**config.mk**
```make
export PLATFORM = sky130hd
export DESIGN_NAME = bus_wait_gen_flat
export DESIGN_NICKNAME = d
export VERILOG_FILES = /design/src/rtl/bus_wait_gen_if.sv /design/src/rtl/bus_wait_gen.sv /design/src/flat_wrapper.sv
export SDC_FILE = /design/constraint.sdc
export NUM_CORES = 1
export LEC_CHECK = 0
export ABC_AREA = 1
export CAP_MARGIN = 20
export CORE_MARGIN = 3
export CORE_UTILIZATION = 40
export DETAILED_ROUTE_END_ITERATION = 10
export DONT_BUFFER_PORTS = 1
export PLACE_DENSITY = 0.66
export SYNTH_ARGS = -nofsm -noshare
export SYNTH_HDL_FRONTEND = slang
export SYNTH_SLANG_ARGS = --single-unit
```
**constraint.sdc**
```tcl
create_clock -name clk -period 4.1 [get_ports clk]
set_input_delay 0.41 -clock clk [delete_from_list [all_inputs] [get_ports clk]]
set_output_delay 0.41 -clock clk [all_outputs]
set_load 0.01 [all_outputs]
```
**src/rtl/bus_wait_gen_if.sv**
```systemverilog
// Z80 bus control strobes plus the merged WAIT_n returned to the CPU.
// Purely a wiring bundle: no storage, no latency.
// No backpressure of its own; WAIT_n is the CPU's only stall mechanism.
interface bus_wait_gen_if;
    logic m1_n;
    logic mreq_n;
    logic iorq_n;
    logic rfsh_n;
    logic wait_n;

    // CPU side: drives the bus strobes, receives WAIT_n.
    modport master (
        output m1_n,
        output mreq_n,
        output iorq_n,
        output rfsh_n,
        input  wait_n
    );

    // Wait generator side: observes the strobes, drives WAIT_n.
    modport slave (
        input  m1_n,
        input  mreq_n,
        input  iorq_n,
        input  rfsh_n,
        output wait_n
    );
endinterface

```
**src/rtl/bus_wait_gen.sv**
```systemverilog
// Z80 wait-state generator: per-class programmable waits merged with external wait requests.
// Latency: internal wait asserts on the clk edge of the cycle-start clk_en; external waits are combinational.
// Backpressure: stalls the CPU through WAIT_n; the block itself never stalls.
module bus_wait_gen #(
    parameter int CNT_W   = 4,
    parameter int NUM_EXT = 2,
    parameter int STAT_W  = 16
) (
    input  logic               clk,
    input  logic               reset,
    input  logic               clk_en,
    bus_wait_gen_if.slave      bus,
    input  logic [CNT_W-1:0]   m1_waits,
    input  logic [CNT_W-1:0]   mem_waits,
    input  logic [CNT_W-1:0]   io_waits,
    input  logic               turbo,
    input  logic [NUM_EXT-1:0] exwait_n,
    input  logic               stat_clr,
    output logic               busy,
    output logic [1:0]         cycle_type,
    output logic [STAT_W-1:0]  wait_count
);

    typedef enum logic [1:0] {
        CYC_M1   = 2'd0,
        CYC_MEM  = 2'd1,
        CYC_IO   = 2'd2,
        CYC_INTA = 2'd3
    } cyc_t;

    logic             idle;
    logic             idle_q;
    logic             start;
    cyc_t             cls;
    logic [CNT_W-1:0] load_val;
    logic [CNT_W-1:0] cnt;
    logic [CNT_W-1:0] cnt_next;
    logic             int_wait_n;
    logic             wait_n;

    // A bus cycle begins when the bus leaves idle; refresh cycles are excluded.
    assign idle  = bus.mreq_n & bus.iorq_n;
    assign start = clk_en & idle_q & ~idle & bus.rfsh_n;

    // Classify the cycle (INTA beats M1 because both assert M1) and pick its wait budget.
    always_comb begin
        cls      = CYC_MEM;
        load_val = mem_waits;
        if (!bus.m1_n && !bus.iorq_n) begin
            cls      = CYC_INTA;
            load_val = io_waits;
        end else if (!bus.m1_n && !bus.mreq_n) begin
            cls      = CYC_M1;
            load_val = m1_waits;
        end else if (!bus.iorq_n) begin
            cls      = CYC_IO;
            load_val = io_waits;
        end
        if (turbo) begin
            load_val = '0;
        end
    end

    // Counter next value: load on start, clear if the bus went idle early, else count down.
    always_comb begin
        cnt_next = cnt;
        if (start) begin
            cnt_next = load_val;
        end else if (clk_en && (cnt != '0)) begin
            if (idle) begin
                cnt_next = '0;
            end else begin
                cnt_next = cnt - CNT_W'(1);
            end
        end
    end

    // Bus-idle history, wait counter and the registered internal wait / busy flags.
    always_ff @(posedge clk or posedge reset) begin
        if (reset) begin
            idle_q     <= 1'b1;
            cnt        <= '0;
            int_wait_n <= 1'b1;
            busy       <= 1'b0;
            cycle_type <= CYC_M1;
        end else begin
            if (clk_en) begin
                idle_q     <= idle;
                cnt        <= cnt_next;
                int_wait_n <= ~(cnt_next != '0);
                busy       <= (cnt_next != '0);
            end
            if (start) begin
                cycle_type <= cls;
            end
        end
    end

    // External requests bypass the registers so they stall the CPU with no added latency.
    assign wait_n     = int_wait_n & (&exwait_n);
    assign bus.wait_n = wait_n;

    // Saturating count of T-states spent waiting; a clear wins over a coincident increment.
    always_ff @(posedge clk or posedge reset) begin
        if (reset) begin
            wait_count <= '0;
        end else if (clk_en) begin
            if (stat_clr) begin
                wait_count <= '0;
            end else if (!wait_n && !(&wait_count)) begin
                wait_count <= wait_count + STAT_W'(1);
            end
        end
    end

endmodule

```
**src/flat_wrapper.sv**
```systemverilog
// flat-port wrapper written by rule: the top's interface ports become plain ports
module bus_wait_gen_flat 
#(
    parameter int CNT_W   = 4,
    parameter int NUM_EXT = 2,
    parameter int STAT_W  = 16
)
  (clk, reset, clk_en, m1_waits, mem_waits, io_waits, turbo, exwait_n, stat_clr, busy, cycle_type, wait_count, bus_m1_n, bus_mreq_n, bus_iorq_n, bus_rfsh_n, bus_wait_n);
  bus_wait_gen_if bus_i ();
  input  logic clk;
  input  logic reset;
  input  logic clk_en;
  input  logic [CNT_W-1:0] m1_waits;
  input  logic [CNT_W-1:0] mem_waits;
  input  logic [CNT_W-1:0] io_waits;
  input  logic turbo;
  input  logic [NUM_EXT-1:0] exwait_n;
  input  logic stat_clr;
  output logic busy;
  output logic [1:0] cycle_type;
  output logic [STAT_W-1:0] wait_count;
  input wire logic [$bits(bus_i.m1_n)-1:0] bus_m1_n;
  input wire logic [$bits(bus_i.mreq_n)-1:0] bus_mreq_n;
  input wire logic [$bits(bus_i.iorq_n)-1:0] bus_iorq_n;
  input wire logic [$bits(bus_i.rfsh_n)-1:0] bus_rfsh_n;
  output wire logic [$bits(bus_i.wait_n)-1:0] bus_wait_n;
  assign bus_i.m1_n = bus_m1_n;
  assign bus_i.mreq_n = bus_mreq_n;
  assign bus_i.iorq_n = bus_iorq_n;
  assign bus_i.rfsh_n = bus_rfsh_n;
  assign bus_wait_n = bus_i.wait_n;
  bus_wait_gen #(.CNT_W(CNT_W), .NUM_EXT(NUM_EXT), .STAT_W(STAT_W)) u_core (.clk(clk), .reset(reset), .clk_en(clk_en), .bus(bus_i), .m1_waits(m1_waits), .mem_waits(mem_waits), .io_waits(io_waits), .turbo(turbo), .exwait_n(exwait_n), .stat_clr(stat_clr), .busy(busy), .cycle_type(cycle_type), .wait_count(wait_count));
endmodule
```
==> impl_metrics.ini <==
[run_status]
outcome = finished clean

[critical_path]
cp-end-kind = register
crit_path_start_kind = register
worst-path-max-fanout = 18
worstPathRequired_ns = 4.25
slowest_delay_ns = 0.49
crit_chain = ha_1 > nand2_2 > nor2_2 > nand2_1 > nor2_1 > nor2_1 > o21ai_4 > inv_4 > nand2_1 > o21ai_0
slowest_stage = dfrtp_1
arrival_ns = 2.27
critical_path_class = register to register

[worst_hold_path]
min_path_type = primary input to async pin

[floorplan]
num_rows = 22
die_h_um = 69.9
die_w_um = 69.9
initial_core_util = 0.430
num_io_pins = 43
die_area_um2 = 4880
core_um2 = 3800

[clocking]
h-tree-depth = 1
clock_sinks = 25
holdBufCountCts = 0
path_clk_slew_ns = 0.09
cts_buffers = 3
post_cts_buffers = 0
clkLatencyLatePin_ns = 0.27
tritoncts = built
postCtsResizedCells = 0
cts_root_buffer = clkbuf_8
cts_buffer_depth = 2

[routing]
wire_per_inst_um = 12.9
drtPass1Iterations = 4
drt_iter0_markers = 119
num_vias = 1437
vias_per_cell = 4.99
ant_nets = 0
drc = 0
wirelength_um = 3710

[placement]
place.gp.congestion = 0.914
hpwl_um = 2860
io_buffers = 0
place_inst = 284

[grt]
grt_overflow = 0
grt_pass1_vias = 1335
grt_usage = 0.154
antenna_found_initial = 0
grt_pass1_wl_um = 6180
grt_max_degree = 26

[run]
maxCapViolCount = 0

[power_and_ir_drop]
power.density_nw_per_um2 = 383
leakage_nw = 0.856
vdd_drop_max_uv = 162
p_total_w = 0.000654

[timing]
setup_viol = 0
max_freq_mhz = 473
whs_ns = 0.230
skew_ns = 0.00340
fin_crit_sh = 0.516
worst_slew_pin_slew_ns = 0.930
rsz0062_at_grt = false
timing.final.crit_period_ns = 2.12
maxSlewViolCount = 0
final-hold-violation-count = 0
slew_headroom = 0.379
setup_tns_ns = 0

[yosys]
synth_nets = 266
postSynthAreaPerCell_um2 = 6.77
yosys.cell_types.count = 24
synth_seq_cells = 25
synth_seq_area_share = 0.385
synthCells = 241
yosysWarnings = 0
synth_area_um2 = 1630

[final_layout]
fillers = 405
seq_area_um2 = 628
n_antenna_cell = 0
finish.utilization = 0.449
multi_input_area_um2 = 878
fin_cells = 288
final_cell_mix = nand2_1 (93), nor2_1 (32), inv_1 (23), dfrtp_1 (23), nand3_1 (20)
drive_above_1_share = 0.0458
syn2layout_area_growth_pct = 4.52
nNetsFinal = 266
final_common_cell = nand2_1
==> logic make-up after synthesis <==
| kind of cell | count (synthesis) | synth area share |
|---|---|---|
| AO/OA/AOI/OAI | 12 | 0.0437 |
| XOR/XNOR | 14 | 0.0752 |
| adder cells (fa/ha/maj) | 2 | 0.0153 |
| buffers and inverters | 29 | 0.0767 |
| flip-flops | 25 | 0.385 |
| AND/OR/NAND/NOR | 159 | 0.404 |
==> critical path: cells and delay by family (launching register included) <==
kind | cells | cell delay [ns]
AO/OA/AOI/OAI | 2 | 0.43
buffers and inverters | 1 | 0.16
adder cells (fa/ha/maj) | 1 | 0.27
AND/OR/NAND/NOR | 6 | 0.64
flip-flops | 1 | 0.49
==> per-layer routing <==
metal  share of wire  vias to the layer above  track usage
met5               0                        -            0
met4           0.016                        0       0.0638
met3           0.064                        4       0.0345
met2            0.42                       35        0.226
met1            0.49                      651        0.218
li1                -                      747            -
==> state kept, by name, summed over array words and instances (netlist names) <==
signal	cells
u_core.wait_count	16
u_core.cnt	4
u_core.cycle_type	2
u_core.busy	1
u_core.idle_q	1
u_core.int_wait_n	1
==> through the flow <==
stage	setup slack, ns	instance area, um2
after global routing	1.81	1710
after CTS	1.98	1710
after floorplan	2.36	1630
final	1.98	1710
after global placement	2.10	1660
after detailed placement	1.99	1660
==> worst paths after layout <==
| kind | from | endpoint | slack (ns) | depth (start not counted) |
|---|---|---|---|---|
| max | u_core.wait_count[0] | u_core.wait_count[4] | 1.98 | 10 |
| min | reset | u_core.cycle_type[0] | 0.23 | 1 |
| max reg2reg | u_core.wait_count[0] | u_core.wait_count[4] | 1.98 | 10 |
| min reg2reg | u_core.int_wait_n | u_core.int_wait_n | 0.47 | 2 |
| max in group asynchronous | reset | u_core.wait_count[9] | 3.30 | 1 |
| min in group clk | bus_iorq_n | u_core.cycle_type[1] | 0.24 | 1 |
==> power breakdown <==
group	internal, W	switching, W
Sequential	0.000288	0.0000359
Combinational	0.0000650	0.000119
Clock	0.0000680	0.0000775
Total	0.000421	0.000233
==> area by class of cell <==
class	instances	area share
Multi-Input combinational cell	187	0.515
Sequential cell	25	0.368
Inverter	24	0.0543
Tap cell	48	0.0352
Clock buffer	3	0.0242
Clock inverter	1	0.00293
==> synthesized netlist by cell type (all sizes together) <==
master   n  area, um2
ha       2       25.0
clkbuf   1       3.75
buf      4       28.8
dfstp    2       52.6
a21oi    1       5.00
dfrtp   23        576
xor2    14        123
nand2   94        355
nor3     4       20.0
nand3   20        100
nand3b   1       7.51
and3     1       6.26
o21ai   11       66.3
inv     24       92.6
nand4    6       43.8
nor2    33        126
No activity file was read; power rests on OpenSTA's default activity.
